File: src/rtl/sfm_addmul_arbiter_pkg.sv
// Shared types for the softmax add/mul lane arbiter: scheduling mode, FSM state
// and the operation select driven into the vector add/mul unit.
`timescale 1ns/1ps
package sfm_addmul_arbiter_pkg;

    typedef enum logic [1:0] {
        RR        = 2'd0,
        ADD_FIRST = 2'd1,
        MUL_FIRST = 2'd2
    } arb_mode_t;

    typedef enum logic [1:0] {
        IDLE    = 2'd0,
        GNT_ADD = 2'd1,
        GNT_MUL = 2'd2
    } arb_state_t;

    typedef enum logic {
        OP_ADD = 1'b0,
        OP_MUL = 1'b1
    } operation_t;

    // Operation implied by a grant state; IDLE keeps whatever was selected before.
    function automatic operation_t state_op(input arb_state_t s, input operation_t held);
        operation_t op;
        op = held;
        if (s == GNT_ADD) op = OP_ADD;
        if (s == GNT_MUL) op = OP_MUL;
        return op;
    endfunction

endpackage

File: src/rtl/sfm_addmul_arbiter_cnt.sv
// Per-channel in-flight result counter: +1 on an accepted input, -1 on a drained
// output, saturating at both ends, with a synchronous clear.
`timescale 1ns/1ps
module sfm_outstanding_cnt #(
    parameter int unsigned MAX_VAL = 8,
    parameter int unsigned W       = $clog2(MAX_VAL + 1)
) (
    input  logic         clk_i,
    input  logic         rst_ni,
    input  logic         clear_i,
    input  logic         inc_i,
    input  logic         dec_i,
    output logic [W-1:0] cnt_o,
    output logic         full_o
);
    localparam logic [W-1:0] MAX_CNT = W'(MAX_VAL);

    logic [W-1:0] cnt_q, cnt_d;

    always_comb begin
        cnt_d = cnt_q;
        if (clear_i) begin
            cnt_d = '0;
        end else if (inc_i && !dec_i) begin
            if (cnt_q != MAX_CNT) cnt_d = cnt_q + 1'b1;
        end else if (dec_i && !inc_i) begin
            if (cnt_q != '0) cnt_d = cnt_q - 1'b1;
        end
    end

    always_ff @(posedge clk_i or negedge rst_ni) begin
        if (!rst_ni) cnt_q <= '0;
        else         cnt_q <= cnt_d;
    end

    assign cnt_o  = cnt_q;
    assign full_o = (cnt_q == MAX_CNT);

    // A drain with nothing in flight means the unit and arbiter disagree about occupancy.
    dec_at_zero_a: assert property (@(posedge clk_i) disable iff (!rst_ni)
        !(dec_i && !inc_i && !clear_i && (cnt_q == '0)));

endmodule

File: src/rtl/sfm_addmul_arbiter.sv
// Schedules the shared add/mul FMA lanes between the ADD and MUL requesters and
// caps in-flight results per channel so one stalled consumer cannot block the other.
`timescale 1ns/1ps
module sfm_addmul_arbiter
    import sfm_addmul_arbiter_pkg::*;
#(
    parameter int unsigned BURST_LEN       = 4,
    parameter int unsigned MAX_OUTSTANDING = 8,
    localparam int unsigned CNT_W          = $clog2(MAX_OUTSTANDING + 1)
) (
    input  logic             clk_i,
    input  logic             rst_ni,
    input  logic             clear_i,
    input  logic             enable_i,
    input  arb_mode_t        mode_i,
    input  logic             add_req_i,
    input  logic             mul_req_i,
    input  logic             in_ready_i,
    input  logic             add_out_fire_i,
    input  logic             mul_out_fire_i,
    output operation_t       operation_o,
    output logic             add_grant_o,
    output logic             mul_grant_o,
    output logic [CNT_W-1:0] add_cnt_o,
    output logic [CNT_W-1:0] mul_cnt_o,
    output logic             busy_o
);
    localparam int unsigned        BURST_W    = (BURST_LEN > 1) ? $clog2(BURST_LEN) : 1;
    localparam logic [BURST_W-1:0] BURST_LAST = BURST_W'(BURST_LEN - 1);

    arb_state_t         state_q, state_d, oth_state;
    logic [BURST_W-1:0] burst_q, burst_d;
    operation_t         op_q, op_d, last_q, last_d;
    logic add_full, mul_full, add_elig, mul_elig, add_fire, mul_fire;
    logic in_add, cur_req, cur_fire, cur_elig, oth_elig, oth_prio, rr_mode;

    sfm_outstanding_cnt #(.MAX_VAL(MAX_OUTSTANDING), .W(CNT_W)) u_add_cnt (
        .clk_i(clk_i), .rst_ni(rst_ni), .clear_i(clear_i),
        .inc_i(add_fire), .dec_i(add_out_fire_i),
        .cnt_o(add_cnt_o), .full_o(add_full)
    );

    sfm_outstanding_cnt #(.MAX_VAL(MAX_OUTSTANDING), .W(CNT_W)) u_mul_cnt (
        .clk_i(clk_i), .rst_ni(rst_ni), .clear_i(clear_i),
        .inc_i(mul_fire), .dec_i(mul_out_fire_i),
        .cnt_o(mul_cnt_o), .full_o(mul_full)
    );

    // last_q resets to MUL so the first round-robin decision after reset serves ADD.
    always_ff @(posedge clk_i or negedge rst_ni) begin
        if (!rst_ni) begin
            state_q <= IDLE;
            burst_q <= '0;
            op_q    <= OP_ADD;
            last_q  <= OP_MUL;
        end else if (clear_i) begin
            state_q <= IDLE;
            burst_q <= '0;
            op_q    <= OP_ADD;
            last_q  <= OP_MUL;
        end else begin
            state_q <= state_d;
            burst_q <= burst_d;
            op_q    <= op_d;
            last_q  <= last_d;
        end
    end

    always_comb begin
        add_elig  = add_req_i && !add_full;
        mul_elig  = mul_req_i && !mul_full;
        rr_mode   = (mode_i != ADD_FIRST) && (mode_i != MUL_FIRST);
        in_add    = (state_q == GNT_ADD);
        cur_req   = in_add ? add_req_i : mul_req_i;
        cur_fire  = add_fire || mul_fire;
        cur_elig  = in_add ? add_elig : mul_elig;
        oth_elig  = in_add ? mul_elig : add_elig;
        oth_prio  = in_add ? (mode_i == MUL_FIRST) : (mode_i == ADD_FIRST);
        oth_state = in_add ? GNT_MUL : GNT_ADD;

        state_d = state_q;
        if (enable_i) begin
            case (state_q)
                IDLE: begin
                    if (add_elig && mul_elig) begin
                        if (mode_i == ADD_FIRST)      state_d = GNT_ADD;
                        else if (mode_i == MUL_FIRST) state_d = GNT_MUL;
                        else state_d = (last_q == OP_ADD) ? GNT_MUL : GNT_ADD;
                    end else if (add_elig) begin
                        state_d = GNT_ADD;
                    end else if (mul_elig) begin
                        state_d = GNT_MUL;
                    end
                end
                GNT_ADD, GNT_MUL: begin
                    // A pending valid must see a stable operation select until it is taken.
                    if (cur_req && !in_ready_i)                                 state_d = state_q;
                    else if (cur_fire && rr_mode && (burst_q == BURST_LAST) && oth_elig)
                                                                                state_d = oth_state;
                    else if (oth_prio && oth_elig)                              state_d = oth_state;
                    else if (!cur_elig && oth_elig)                             state_d = oth_state;
                    else if (!cur_elig)                                         state_d = IDLE;
                end
                default: state_d = IDLE;
            endcase
        end

        burst_d = burst_q;
        if (state_d != state_q)                          burst_d = '0;
        else if (cur_fire && (burst_q != BURST_LAST))    burst_d = burst_q + 1'b1;

        op_d   = state_op(state_d, op_q);
        last_d = state_op(state_d, last_q);
    end

    always_comb begin
        add_grant_o = enable_i && (state_q == GNT_ADD) && !add_full;
        mul_grant_o = enable_i && (state_q == GNT_MUL) && !mul_full;
        add_fire    = add_grant_o && add_req_i && in_ready_i;
        mul_fire    = mul_grant_o && mul_req_i && in_ready_i;
        operation_o = op_q;
        busy_o      = (state_q != IDLE) || (add_cnt_o != '0) || (mul_cnt_o != '0);
    end

endmodule

File: config.mk
export PLATFORM = sky130hd
export DESIGN_NAME = sfm_addmul_arbiter
export DESIGN_NICKNAME = d
export VERILOG_FILES = /design/src/rtl/sfm_addmul_arbiter_pkg.sv /design/src/rtl/sfm_addmul_arbiter_cnt.sv /design/src/rtl/sfm_addmul_arbiter.sv
export SDC_FILE = /design/constraint.sdc
export NUM_CORES = 1
export LEC_CHECK = 0
export BUFFER_PORTS_ARGS = -buffer_cell sky130_fd_sc_hd__buf_4
export CAP_MARGIN = 15
export CELL_PAD_IN_SITES_DETAIL_PLACEMENT = 2
export CELL_PAD_IN_SITES_GLOBAL_PLACEMENT = 2
export CORE_MARGIN = 2
export CORE_UTILIZATION = 30
export DETAILED_ROUTE_END_ITERATION = 10
export GPL_TIMING_DRIVEN = 0
export HOLD_SLACK_MARGIN = 0.05
export PLACE_DENSITY = 0.72
export REMOVE_ABC_BUFFERS = 1
export SLEW_MARGIN = 20
export SYNTH_ARGS = -nofsm -noshare
export SYNTH_HDL_FRONTEND = slang
export SYNTH_SLANG_ARGS = --single-unit
File: constraint.sdc
create_clock -name clk_i -period 2.7 [get_ports clk_i]
set_input_delay 0.405 -clock clk_i [delete_from_list [all_inputs] [get_ports clk_i]]
set_output_delay 0.405 -clock clk_i [all_outputs]
set_load 0.05 [all_outputs]
==> flow_summary.ini <==
[logic_synthesis]
synthFlopType = dfrtp_1
ys_seq_area_share_pct = 26.5
syn_inst = 149
synthTopCellsByArea = dfrtp_1 25%, ha_1 10%, nor2_1 4.8%, xnor2_1 3.3%, fa_1 3.0%
synth.distinct_cells = 53
synth_top_area_share_pct = 24.5
yosys.area.top_type = dfrtp_1
syn_area_um2 = 1330
ys_warn_count = 0
synth_edf_count = 0
async_flop_share_pct = 100
synth.avg_cell_area_um2 = 8.90
ys_ff_latch = 14

[cells_and_area]
syn_to_final_growth_pct = 33.0
layout.nets = 208
multiInputGateArea_um2 = 992
seq_area_um2 = 357
drive_above_1_share_pct = 35.5
n_fill_cell = 488
design_area_um2 = 1760
layout.cells.non_filler = 235
antenna_cells = 0

[sta]
relSlewSlack_pct = 61.0
tightest_slew_ns = 0.580
period_minus_slack_ns = 2.55
worst_clock_skew_ns = 0.00653
holdWs_ns = 0.402
fmax_ghz = 0.392
report.final.slew_viol_count = 0
finalCritPeriodShare_pct = 94.5
finalHoldViolations = 0
finalSetupViolations = 0

[floorplanning]
rows = 24
die_y_um = 70.5
die_w_um = 70.5
ioPinCount = 23
initial_utilization_pct = 30.9
dieArea_um2 = 4970
coreArea_um2 = 4290

[global_route]
grt_antenna_before_repair = 0
grtUsageMet2_pct = 30.7
grt_busiest_layer = met2
grt_pass1_wl_um = 6780
grt_util_met1_pct = 21.8
first_global_vias = 1367
use_met3_pct = 1.59
grt_max_degree = 15
overflow = 0
track_usage_pct = 17.1

[clocking]
numCtsBuffers = 3
cts_root_buf = clkbuf_8
htree_levels = 1
cts.sinks = 14
cts_tree = done
clock_latency_ns = 0.24
path_clk_slew_ns = 0.06
clockBufferDepth = 2

[placed_design]
post-dp-hpwl_um = 3260
routabilityCongestion = 0.926
dp_cells = 219
io_buffers = 22
place_area_um2 = 1540

[route]
vias = 1319
drc_errors = 0
dr.pass1.iters = 4
antenna_left = 0
finalWirelength_um = 4350
dr.first_iter.drc_count = 40
vias_per_cell = 5.61
wl_per_cell_um = 18.5

[power_and_ir_drop]
peakVddDrop_mv = 0.496
p_leak_nw = 0.782
powerDensity_nw_per_um2 = 1030

[hold_path]
hold_path.class = primary input to flop

[setup_path]
critPathSlowestCell = or4b_4
slowest_delay_ns = 0.62
crit_family = simple AND/OR/NAND/NOR gates
criticalPathCategory = flop to flop
crit_required_ns = 2.87
worstPathCellList = or4b_4, nand2_4, or3_4, ha_1, a21o_1, a21oi_2, xnor2_1, nand2_1, xor2_2, nor2_1
endpoint_kind = flop
arrival_ns = 2.73
path_buf_inv = 0
critical_path_peak_fanout = 7
crit_path_start_kind = flop

[status]
status = finished clean

[job]
max_cap_viol_count = 0
==> state kept, by name, indices dropped and copies added, names as in the netlist <==
signal           count
burst_q              2
last_q               1
operation_o          1
state_q              2
u_add_cnt.cnt_o      4
u_mul_cnt.cnt_o      4
==> synthesized netlist by cell type, types with 3 or more instances <==
library cell,count
nor2_1,17
dfrtp_1,13
ha_1,11
inv_1,10
nand2_1,9
o21ai_0,7
xnor2_1,5
a21o_1,4
and3_1,4
a21oi_1,3
a31oi_1,3
and2_1,3
clkbuf_1,3
mux2i_1,3
nor3_1,3
or3_1,3
xor2_1,3
==> kinds of logic (layout without fill, tap and decap cells) <==
| kind of cell | after synthesis | count (layout) | share of synthesized area (%) |
|---|---|---|---|
| buffers and inverters | 14 | 48 | 4.06 |
| AOI/OAI and AO/OA | 38 | 38 | 23.0 |
| xor gates and xnor gates | 8 | 8 | 5.28 |
| DFF | 14 | 14 | 26.5 |
| muxes | 4 | 4 | 3.11 |
| and+or+nand+nor | 56 | 56 | 22.9 |
| adders and majority gates | 15 | 15 | 15.1 |
==> power breakdown <==
part / switching, mW / internal (mW)
sequential: 0.118 / 0.282
clock: 0.0730 / 0.129
combinational: 0.714 / 0.495
total: 0.906 / 0.906
==> cell usage in the layout (no fill, tap or decap), types with 4 or more instances in the layout <==
master / synthesis / routed
a21o_1: 4 / 4
clkbuf_8: 0 / 4
nand2_1: 9 / 8
xnor2_1: 5 / 5
inv_1: 10 / 8
nor2_1: 17 / 17
ha_1: 11 / 9
and3_1: 4 / 4
dfrtp_2: 0 / 4
dfrtp_1: 13 / 9
o21ai_0: 7 / 7
buf_4: 0 / 33
==> metrics by stage <==
step	total power [mW]	setup WS [ns]	util [%]	TNS, ns
final	1.81	0.149	41.1	0
after CTS	1.72	-0.0103	37.9	-0.0103
after floorplan	1.16	-0.106	-	-0.106
after detailed placement	1.48	-0.294	35.9	-0.447
after global routing	1.96	-0.0358	41.1	-0.0358
after global placement	1.44	-0.128	35.9	-0.163
==> final cells by class <==
class	count	share of cell area (%)
Multi-Input combinational cell	121	56.2
Sequential cell	14	20.2
Timing Repair Buffer	34	14.6
Tap cell	52	3.69
Clock buffer	4	3.12
Inverter	10	2.13
==> layer usage <==
metal | part of all wire [%] | vias to the layer above
met5 | 0 | -
met4 | 1.8 | 0
met3 | 2.5 | 8
met2 | 54 | 25
met1 | 42 | 661
li1 | - | 625
==> timing repair <==
item                                   CTS  global route
hold buffers                             1             0
setup endpoints to repair                2             6
resized for setup                        9            11
endpoints found under the hold margin   13             0
pin swaps                                0             3
setup buffers                            0            11
==> worst paths after layout <==
check                           slack (ns)                from  cells after the start                 end
worst max-delay path                  0.15  u_add_cnt.cnt_o[2]                     10  u_add_cnt.cnt_o[3]
worst min-delay path                  0.40             clear_i                      2         operation_o
worst max register to register        0.15  u_add_cnt.cnt_o[2]                     10  u_add_cnt.cnt_o[3]
worst min register to register        0.56          burst_q[0]                      2          burst_q[0]
max in group asynchronous             1.92              rst_ni                      2              last_q
min in group asynchronous             0.54              rst_ni                      2  u_add_cnt.cnt_o[1]
(Power assumes the default switching activity.)
